**config.mk**
```make
export PLATFORM = sky130hd
export DESIGN_NAME = mem_access_unit
export DESIGN_NICKNAME = d
export VERILOG_FILES = /design/src/rtl/mem_access_unit_pkg.sv /design/src/rtl/mem_access_unit_load_align.sv /design/src/rtl/mem_access_unit.sv
export SDC_FILE = /design/constraint.sdc
export NUM_CORES = 1
export LEC_CHECK = 0
export ABC_AREA = 1
export BUFFER_PORTS_ARGS = -buffer_cell sky130_fd_sc_hd__buf_2
export CELL_PAD_IN_SITES_DETAIL_PLACEMENT = 1
export CELL_PAD_IN_SITES_GLOBAL_PLACEMENT = 1
export CORE_MARGIN = 5
export CORE_UTILIZATION = 26
export CTS_BUF_LIST = sky130_fd_sc_hd__clkbuf_16
export DETAILED_ROUTE_END_ITERATION = 10
export PLACE_DENSITY = 0.81
export SLEW_MARGIN = 10
export SYNTH_ARGS = -nofsm -noshare
export SYNTH_HDL_FRONTEND = slang
export SYNTH_SLANG_ARGS = --single-unit
```
**constraint.sdc**
```tcl
create_clock -name clk -period 1.4 [get_ports clk]
set_clock_uncertainty 0.05 [all_clocks]
set_input_delay 0.14 -clock clk [delete_from_list [all_inputs] [get_ports clk]]
set_output_delay 0.14 -clock clk [all_outputs]
set_load 0.02 [all_outputs]
```
**src/rtl/mem_access_unit_pkg.sv**
```systemverilog
// Shared definitions for the MEM stage: op codes, FSM states, byte-lane
// selects and small op-classification helpers.
package mem_access_unit_pkg;

  localparam int MEM_OP_W = 4;
  typedef logic [MEM_OP_W-1:0] mem_op_t;

  localparam mem_op_t MEM_OP_NOP = 4'd0;
  localparam mem_op_t MEM_OP_LB  = 4'd1;
  localparam mem_op_t MEM_OP_LBU = 4'd2;
  localparam mem_op_t MEM_OP_LH  = 4'd3;
  localparam mem_op_t MEM_OP_LHU = 4'd4;
  localparam mem_op_t MEM_OP_LW  = 4'd5;
  localparam mem_op_t MEM_OP_SB  = 4'd6;
  localparam mem_op_t MEM_OP_SH  = 4'd7;
  localparam mem_op_t MEM_OP_SW  = 4'd8;

  typedef enum logic {
    ST_IDLE      = 1'b0,
    ST_LOAD_WAIT = 1'b1
  } state_e;

  typedef enum logic [1:0] {
    CLS_NOP   = 2'd0,
    CLS_LOAD  = 2'd1,
    CLS_STORE = 2'd2
  } op_class_e;

  // Big-endian lanes: byte 0 lives in bits [31:24].
  localparam logic [3:0] SEL_B0 = 4'b1000;
  localparam logic [3:0] SEL_B1 = 4'b0100;
  localparam logic [3:0] SEL_B2 = 4'b0010;
  localparam logic [3:0] SEL_B3 = 4'b0001;
  localparam logic [3:0] SEL_H0 = 4'b1100;
  localparam logic [3:0] SEL_H1 = 4'b0011;
  localparam logic [3:0] SEL_W  = 4'b1111;

  // Undefined codes fall into the NOP class.
  function automatic op_class_e op_class(input mem_op_t op);
    case (op)
      MEM_OP_NOP:                                         return CLS_NOP;
      MEM_OP_LB, MEM_OP_LBU, MEM_OP_LH, MEM_OP_LHU, MEM_OP_LW: return CLS_LOAD;
      MEM_OP_SB, MEM_OP_SH, MEM_OP_SW:                    return CLS_STORE;
      default:                                            return CLS_NOP;
    endcase
  endfunction

  function automatic logic [3:0] store_sel(input mem_op_t op, input logic [1:0] off);
    case (op)
      MEM_OP_SB: begin
        case (off)
          2'b00:   return SEL_B0;
          2'b01:   return SEL_B1;
          2'b10:   return SEL_B2;
          default: return SEL_B3;
        endcase
      end
      MEM_OP_SH: return off[1] ? SEL_H1 : SEL_H0;
      default:   return SEL_W;
    endcase
  endfunction

endpackage

```
**src/rtl/mem_access_unit_load_align.sv**
```systemverilog
// Load formatter: picks the addressed byte/half out of the big-endian RAM
// word and sign- or zero-extends it. Purely combinational.
module mem_access_unit_load_align
  import mem_access_unit_pkg::*;
(
  input  mem_op_t     op_i,
  input  logic [1:0]  off_i,
  input  logic [31:0] word_i,
  output logic [31:0] data_o
);

  logic [7:0]  byte_sel;
  logic [15:0] half_sel;

  // Lane extraction then extension.
  always_comb begin
    case (off_i)
      2'b00:   byte_sel = word_i[31:24];
      2'b01:   byte_sel = word_i[23:16];
      2'b10:   byte_sel = word_i[15:8];
      default: byte_sel = word_i[7:0];
    endcase
    half_sel = off_i[1] ? word_i[15:0] : word_i[31:16];
    case (op_i)
      MEM_OP_LB:  data_o = {{24{byte_sel[7]}}, byte_sel};
      MEM_OP_LBU: data_o = {24'h000000, byte_sel};
      MEM_OP_LH:  data_o = {{16{half_sel[15]}}, half_sel};
      MEM_OP_LHU: data_o = {16'h0000, half_sel};
      default:    data_o = word_i;
    endcase
  end

endmodule

```
**src/rtl/mem_access_unit.sv**
```systemverilog
// MEM pipeline stage in front of the byte-lane data RAM.
// Optional build macro MEM_ALIGN_CHECK_EN adds adel_o/ades_o and suppresses
// RAM access for misaligned halfword/word ops.
//
// state        | meaning
// ST_IDLE      | ready for an op; stores and NOPs complete from here
// ST_LOAD_WAIT | RAM read in flight; format mem_data_i into writeback
module mem_access_unit
  import mem_access_unit_pkg::*;
#(
  parameter int ADDR_W    = 32,
  parameter int DATA_W    = 32,
  parameter int REG_IDX_W = 5
) (
  input  logic                 clk,
  input  logic                 rst,
  input  logic                 valid_i,
  output logic                 ready_o,
  input  logic [MEM_OP_W-1:0]  mem_op_i,
  input  logic [ADDR_W-1:0]    addr_i,
  input  logic [DATA_W-1:0]    store_data_i,
  input  logic [REG_IDX_W-1:0] wd_i,
  input  logic                 wreg_i,
  input  logic [DATA_W-1:0]    wdata_i,
  output logic                 mem_ce_o,
  output logic                 mem_we_o,
  output logic [ADDR_W-1:0]    mem_addr_o,
  output logic [3:0]           mem_sel_o,
  output logic [DATA_W-1:0]    mem_data_o,
  input  logic [DATA_W-1:0]    mem_data_i,
  output logic                 wb_valid_o,
  output logic [REG_IDX_W-1:0] wd_o,
  output logic                 wreg_o,
  output logic [DATA_W-1:0]    wdata_o
`ifdef MEM_ALIGN_CHECK_EN
  ,
  output logic                 adel_o,
  output logic                 ades_o
`endif
);

  state_e              state_q, state_d;
  op_class_e           cls;
  logic                accept;
  logic                misalign;
  logic                issue_load;
  logic                issue_store;

  mem_op_t             ld_op_q, ld_op_d;
  logic [1:0]          ld_off_q, ld_off_d;
  logic [REG_IDX_W-1:0] ld_wd_q, ld_wd_d;
  logic                ld_wreg_q, ld_wreg_d;
  logic [31:0]         load_data;

  logic                wb_valid_q, wb_valid_d;
  logic [REG_IDX_W-1:0] wd_q, wd_d;
  logic                wreg_q, wreg_d;
  logic [DATA_W-1:0]   wdata_q, wdata_d;

  assign cls = op_class(mem_op_i);
  // A reset cycle never counts as an accept, so no RAM write escapes it.
  assign accept = valid_i && (state_q == ST_IDLE) && !rst;

`ifdef MEM_ALIGN_CHECK_EN
  logic adel_q, adel_d;
  logic ades_q, ades_d;
  // Halfwords need addr[0]=0, words need addr[1:0]=0.
  always_comb begin
    case (mem_op_i)
      MEM_OP_LH, MEM_OP_LHU, MEM_OP_SH: misalign = addr_i[0];
      MEM_OP_LW, MEM_OP_SW:             misalign = (addr_i[1:0] != 2'b00);
      default:                          misalign = 1'b0;
    endcase
  end
  assign adel_o = adel_q;
  assign ades_o = ades_q;
`else
  assign misalign = 1'b0;
`endif

  assign issue_load  = accept && (cls == CLS_LOAD)  && !misalign;
  assign issue_store = accept && (cls == CLS_STORE) && !misalign;

  // State register.
  always_ff @(posedge clk) begin
    if (rst) state_q <= ST_IDLE;
    else     state_q <= state_d;
  end

  // Next-state: only an issued load leaves IDLE, and LOAD_WAIT lasts one cycle.
  always_comb begin
    state_d = state_q;
    case (state_q)
      ST_IDLE:      if (issue_load) state_d = ST_LOAD_WAIT;
      ST_LOAD_WAIT: state_d = ST_IDLE;
      default:      state_d = ST_IDLE;
    endcase
  end

  // FSM outputs and RAM request, all zero unless a request goes out now.
  always_comb begin
    ready_o    = (state_q == ST_IDLE);
    mem_ce_o   = issue_load || issue_store;
    mem_we_o   = issue_store;
    mem_addr_o = '0;
    mem_sel_o  = 4'b0000;
    mem_data_o = '0;
    if (issue_load || issue_store) begin
      mem_addr_o = {addr_i[ADDR_W-1:2], 2'b00};
    end
    if (issue_load) begin
      mem_sel_o = SEL_W;
    end else if (issue_store) begin
      mem_sel_o = store_sel(mem_op_i, addr_i[1:0]);
      case (mem_op_i)
        MEM_OP_SB: mem_data_o = {4{store_data_i[7:0]}};
        MEM_OP_SH: mem_data_o = {2{store_data_i[15:0]}};
        default:   mem_data_o = store_data_i;
      endcase
    end
  end

  mem_access_unit_load_align u_load_align (
    .op_i   (ld_op_q),
    .off_i  (ld_off_q),
    .word_i (mem_data_i),
    .data_o (load_data)
  );

  // Writeback record and pending-load context, next values.
  always_comb begin
    wb_valid_d = 1'b0;
    wd_d       = wd_q;
    wreg_d     = wreg_q;
    wdata_d    = wdata_q;
    ld_op_d    = ld_op_q;
    ld_off_d   = ld_off_q;
    ld_wd_d    = ld_wd_q;
    ld_wreg_d  = ld_wreg_q;
`ifdef MEM_ALIGN_CHECK_EN
    adel_d     = 1'b0;
    ades_d     = 1'b0;
`endif
    if (state_q == ST_LOAD_WAIT) begin
      wb_valid_d = 1'b1;
      wd_d       = ld_wd_q;
      wreg_d     = ld_wreg_q;
      wdata_d    = load_data;
    end else if (accept) begin
      if (misalign) begin
        wb_valid_d = 1'b1;
        wd_d       = wd_i;
        wreg_d     = 1'b0;
        wdata_d    = '0;
`ifdef MEM_ALIGN_CHECK_EN
        adel_d     = (cls == CLS_LOAD);
        ades_d     = (cls == CLS_STORE);
`endif
      end else begin
        case (cls)
          CLS_LOAD: begin
            ld_op_d   = mem_op_i;
            ld_off_d  = addr_i[1:0];
            ld_wd_d   = wd_i;
            ld_wreg_d = wreg_i;
          end
          CLS_STORE: begin
            wb_valid_d = 1'b1;
            wd_d       = wd_i;
            wreg_d     = 1'b0;
            wdata_d    = '0;
          end
          default: begin
            wb_valid_d = 1'b1;
            wd_d       = wd_i;
            wreg_d     = wreg_i;
            wdata_d    = wdata_i;
          end
        endcase
      end
    end
  end

  // Writeback and load-context registers.
  always_ff @(posedge clk) begin
    if (rst) begin
      wb_valid_q <= 1'b0;
      wd_q       <= '0;
      wreg_q     <= 1'b0;
      wdata_q    <= '0;
      ld_op_q    <= MEM_OP_NOP;
      ld_off_q   <= 2'b00;
      ld_wd_q    <= '0;
      ld_wreg_q  <= 1'b0;
`ifdef MEM_ALIGN_CHECK_EN
      adel_q     <= 1'b0;
      ades_q     <= 1'b0;
`endif
    end else begin
      wb_valid_q <= wb_valid_d;
      wd_q       <= wd_d;
      wreg_q     <= wreg_d;
      wdata_q    <= wdata_d;
      ld_op_q    <= ld_op_d;
      ld_off_q   <= ld_off_d;
      ld_wd_q    <= ld_wd_d;
      ld_wreg_q  <= ld_wreg_d;
`ifdef MEM_ALIGN_CHECK_EN
      adel_q     <= adel_d;
      ades_q     <= ades_d;
`endif
    end
  end

  assign wb_valid_o = wb_valid_q;
  assign wd_o       = wd_q;
  assign wreg_o     = wreg_q & wb_valid_q;
  assign wdata_o    = wdata_q;

endmodule

```
; Word level (Yosys, flattened, before mapping)
; Memory sizes are Yosys's and may differ from the RTL's.
; Index checks and enable logic that the tools add are counted.
[word_totals]
inputBits = 141
rom_bits = 32
memories = 1
register_bits = 52
[memory_table]
columns = name, depth, width, read_ports, rd_clocked_by_memory_dff, wr, line_no
row1 = (no name shown), 16, 2, 1, 0, 0, mem_access_unit_pkg.sv:40  ; case (op)
[classes]
eq_ne = 13
n_mux = 26
n_reduce_logical = 11
bitwise_logic = 2
[ops]
columns = op, count
row1 = 32-bit two-way mux, 5
row2 = 32-bit case mux with 2 select lines, 2
row3 = 32-bit case mux with 4 select lines, 1
row4 = 8-bit case mux with 3 select lines, 1
row5 = 16-bit two-way mux, 1
row6 = 5-bit two-way mux, 3
row7 = 4-bit by 3-bit == test with 1-bit output (second input constant), 3
row8 = 4-bit two-way mux, 3
row9 = 4-bit case mux with 3 select lines, 1
row10 = 4-bit by 2-bit == test with 1-bit output (second input constant), 2
row11 = 4-bit case mux with 2 select lines, 1
row12 = 2-bit by 1-bit == test with 1-bit output (second input constant), 3
row13 = 2-bit == test (second input constant), 3
row14 = 1-bit two-way mux, 6
row15 = 4-bit by 1-bit == test with 1-bit output (second input constant), 1
row16 = 1-bit logical AND, 4
row17 = 2-bit zero test, 2
row18 = 1-bit case mux with 2 select lines, 2
row19 = 3-bit AND reduction, 1
row20 = 2-bit != test (second input constant), 1
row21 = 2-bit AND reduction, 1
row22 = 2-bit nonzero test, 1
row23 = 1-bit bitwise AND, 1
row24 = 1-bit zero test, 1
row25 = 2 further kinds, 2

; Logic depth before layout (Yosys ltp)
[depth]
ltp_word = 6
depth_mapped = 10
ltp_nobuf = 9

; By module
; A second synthesis with hierarchy kept.
[unflattened]
hier_cells = 815
area_unflattened_um2 = 4544.4
[by_module_without_submodules]
columns = mod, seq_area_each_um2, cells_per_inst, instances, area_per_inst_um2
row1 = mem_access_unit, 1041.0, 608, 1, 3533.4
row2 = mem_access_unit_load_align, 0.0, 207, 1, 1011.0

; Worst setup path before layout
; OpenSTA, ideal clock, no wires.
[synth_timing]
path_kind = reg-to-output
from = register state_q
to = output mem_data_o[18]
t_arrival_ns = 1.424
required_ns = 1.210
stages_incl_launch_ff = 6
setup_slack_ns = -0.214
cell_sequence = dfxtp_1 -> buf_2 -> nor2_4 -> nand2_1 -> buf_2 -> a211oi_1
[synth_between]
elab_chain_len = 6
word_cells_on_any_way = 7
[synth_lines]
columns = element, line_no
row1 = start: declaration, mem_access_unit.sv:42  ; state_e state_q, state_d;
row2 = start signal: assignment, mem_access_unit.sv:87  ; else state_q <= state_d;
row3 = 1-bit NOT (no source line) *, n/a
row4 = 1-bit logical AND * (2 in a row), mem_access_unit.sv:62  ; assign accept = valid_i && (state_q == ST_IDLE) && !rst;
row5 = 1-bit logical AND, mem_access_unit.sv:82  ; assign issue_store = accept && (cls == CLS_STORE) && !misalign;
row6 = 32-bit two-way mux, mem_access_unit.sv:113  ; end else if (issue_store) begin
row7 = 32-bit two-way mux *, mem_access_unit.sv:111  ; if (issue_load) begin
row8 = end: declaration, mem_access_unit.sv:29  ; output logic [DATA_W-1:0] mem_data_o,
; Every way passes the cells marked *; elsewhere a longest branch is shown, timed or not.

; Worst setup path in the final report
[layout_timing]
from = register state_q
to = output mem_sel_o[1]
[layout_between]
elab_chain_len = 6
word_cells_on_any_way = 7
[layout_lines]
columns = element, line_no
row1 = 1-bit NOT (no source line) *, n/a
row2 = 1-bit logical AND * (2 in a row), mem_access_unit.sv:62
row3 = 1-bit logical AND, mem_access_unit.sv:82
row4 = 4-bit two-way mux, mem_access_unit.sv:113
row5 = 4-bit two-way mux *, mem_access_unit.sv:111
row6 = end: declaration, mem_access_unit.sv:28  ; output logic [3:0] mem_sel_o,
; Marks and branches as above.

==> flow_summary.yaml <==
yosys:
  yosysTopAreaCell: "dfxtp_1"
  synthDistinctLibCells: 32
  ys_seq_area_share_pct: 25.47
  async_reset_ff_share_pct: 0
  synth_seq_cells: 52
  ys.flop_type: "dfxtp_1"
  synth_area_leaders: "dfxtp_1, nand2_1, nor2_4, nor2_1, inv_1"
  syn_area_per_cell_um2: 6.337
  synthTopCellsByCount: "nand2_1, nor2_1, inv_1"
  yosysWarnings: 0
  synth_most_common_cell: "nand2_1"
  synth_top_area_share_pct: 25.47
  netlist_instances: 645
  syn_area_mm2: 0.004088
  synth_edf_count: 0
timing:
  max_freq_mhz: 575.2
  drv_slew: 0
  min_period_ps: 1739
  period_share_pct: 124.2
  rsz0062_at_grt: "yes"
  setup-tns-final_ps: -21500
  tightest_slew_ps: 661.5
  setup-violations-final: 107
  relSlewSlack_pct: 55.90
  setup_ws_ps: -338.6
  hold_viol_final: 0
layout:
  fin_nets: 1109
  fillCellCount: 1978
  drive_above_1_share_pct: 53.56
  area.growth.synth_to_final_pct: 84.57
  fin_area_mm2: 0.007545
place:
  dpl.hpwl_mm: 16.01
  placed_cell_area_mm2: 0.006157
  place_congestion: 0.9605
  port_buffers: 248
grt:
  grt_pass1_wl_mm: 33.44
  antenna_found_initial: 3
  grt_max_degree: 37
  track_usage_pct: 23.35
  grt_overflow: 0
  first_global_vias: 5975
clock_network:
  cts_tree: "done"
  cts.clk_slew.worst_paths_ps: 80
  clkSinkCount: 52
  root_buffer: "clkbuf_16"
  cts-hold-fix-buffers: 0
  clk_latency_ps: 310
  cts.htree.levels: 2
  numCtsBuffers: 5
  cts_buffer_depth: 2
power:
  leakage_nw: 3.746
  cellPowerDensity_mw_per_mm2: 671.5
  vdd_ir_drop_max_uv: 473.0
setup_path:
  cp_data_required_time_ps: 1210
  startpoint: "state_q"
  worst_setup_path_start_kind: "register"
  worstPathMaxFanout: 13
  arrival_ps: 1550
  reg2reg_from: "state_q"
  critPathCaptureType: "primary output"
  path_class: "register to primary output"
hold_path:
  min_from: "wd_i[4]"
  hp-class: "input pin to register"
floorplanning:
  io_pins: 251
  die_area_mm2: 0.01833
  rows: 45
  fp.dieH_um: 135.4
  core_area_mm2: 0.01531
  initial_utilization_pct: 26.69
  dieWidth_um: 135.4
routing:
  firstDrtPassIters: 5
  drcViolationCount: 0
  drt_iter0_drc: 293
  routed_wl_mm: 22.77
  avgViaCountPerCell: 4.854
  wire_per_inst_um: 19.25
  vias: 5742
  drtAntennaViolNets: 0
job:
  maxCapViolCount: 0
run_status:
  violations: "negative setup slack"
  status: "finished, violations left"
==> cell usage in the layout (no fill, tap or decap), types with 10 or more instances in the layout <==
| cell | Yosys | routed |
|---|---|---|
| nand2_1 | 138 | 135 |
| buf_6 | 5 | 42 |
| o21ai_1 | 18 | 26 |
| a21oi_1 | 41 | 24 |
| buf_4 | 6 | 78 |
| nor2_1 | 90 | 60 |
| o211ai_1 | 21 | 21 |
| o21ai_2 | 0 | 15 |
| a21oi_2 | 10 | 18 |
| inv_1 | 87 | 81 |
| nand4_1 | 10 | 10 |
| buf_12 | 0 | 15 |
| dfxtp_1 | 52 | 45 |
| o21ai_0 | 55 | 31 |
| nor2_4 | 33 | 42 |
| buf_2 | 15 | 204 |
| nor2_2 | 0 | 22 |
==> stage by stage <==
step                worst slack, ps  instances  hold slack, ps  power, W  util (%)
floorplan                    -47.77        646           189.8  0.002581         -
global placement             -169.2       1133           335.3  0.003261     40.20
detailed placement           -240.5       1133           341.5  0.003292     40.20
CTS                          -341.6       1171           18.27  0.004959     47.30
global route                 -422.0       1183           46.76  0.005307     49.26
finish                       -338.6       1183           24.07  0.005066     49.26
==> registers in the layout (all words and copies together) (netlist names) <==
name	flops
wdata_o	32
ld_wd_q	5
wd_o	5
ld_op_q	4
ld_off_q	2
ld_wreg_q	1
state_q	1
wb_valid_o	1
wreg_q	1
==> final cells by class <==
class	count	area [um2]	area share (%)
clock inverters	3	26.28	0.3483
diodes	3	7.507	0.09950
repair buffers	345	2537	33.63
inverters	93	377.9	5.008
multi-input cells	470	3143	41.66
flip-flops and latches	52	1052	13.95
well taps	211	264.0	3.499
repair inverters	1	11.26	0.1493
clock buffers	5	125.1	1.658
==> path summary, 6_finish.rpt <==
check                               endpoint  slack [ps]  cells after the start
worst max register to register   wdata_o[22]        -220                      9
worst min-delay path              ld_wd_q[4]          20                      3
worst max-delay path            mem_sel_o[1]        -340                      9
worst min register to register   wdata_o[17]         390                      2
==> timing repair <==
item                       4_1_cts  5_1_grt
cloned                          12        0
resized for setup              156       53
buffers inserted                19       10
pin swaps                       24       14
setup endpoints to repair      100      110
hold endpoints to repair         0        0
==> where the power goes <==
| part | internal (W) | total, W | switching [W] |
|---|---|---|---|
| Clock | 0.000680 | 0.00135 | 0.000666 |
| Combinational | 0.000868 | 0.00208 | 0.00121 |
| Sequential | 0.00157 | 0.00164 | 0.0000681 |
| Total | 0.00312 | 0.00507 | 0.00194 |
==> metal layers <==
layer  GRT usage (%)  up-vias  wire (um)
li1                -     2752          -
met1           29.49     2775       9402
met2           41.12      167      11680
met3           3.120       48        913
met4           7.279        0        775
met5               0        -          0
==> kinds of logic after synthesis <==
group / count (synthesis) / share of synthesized area, %
AO/OA/AOI/OAI: 170 / 24.58
buffers and inverters: 130 / 13.99
flip-flops: 52 / 25.47
other: 1 / 0.09174
AND/OR/NAND/NOR: 292 / 35.87
==> worst max-delay path: stages (launching register included) <==
cell,delay (ps)
dfxtp_2,340
nor2_4,130
inv_2,60
nor2_4,90
inv_2,60
nand2_4,90
inv_8,70
buf_12,150
a21oi_4,120
buf_6,130
(Power assumes the default switching activity.)
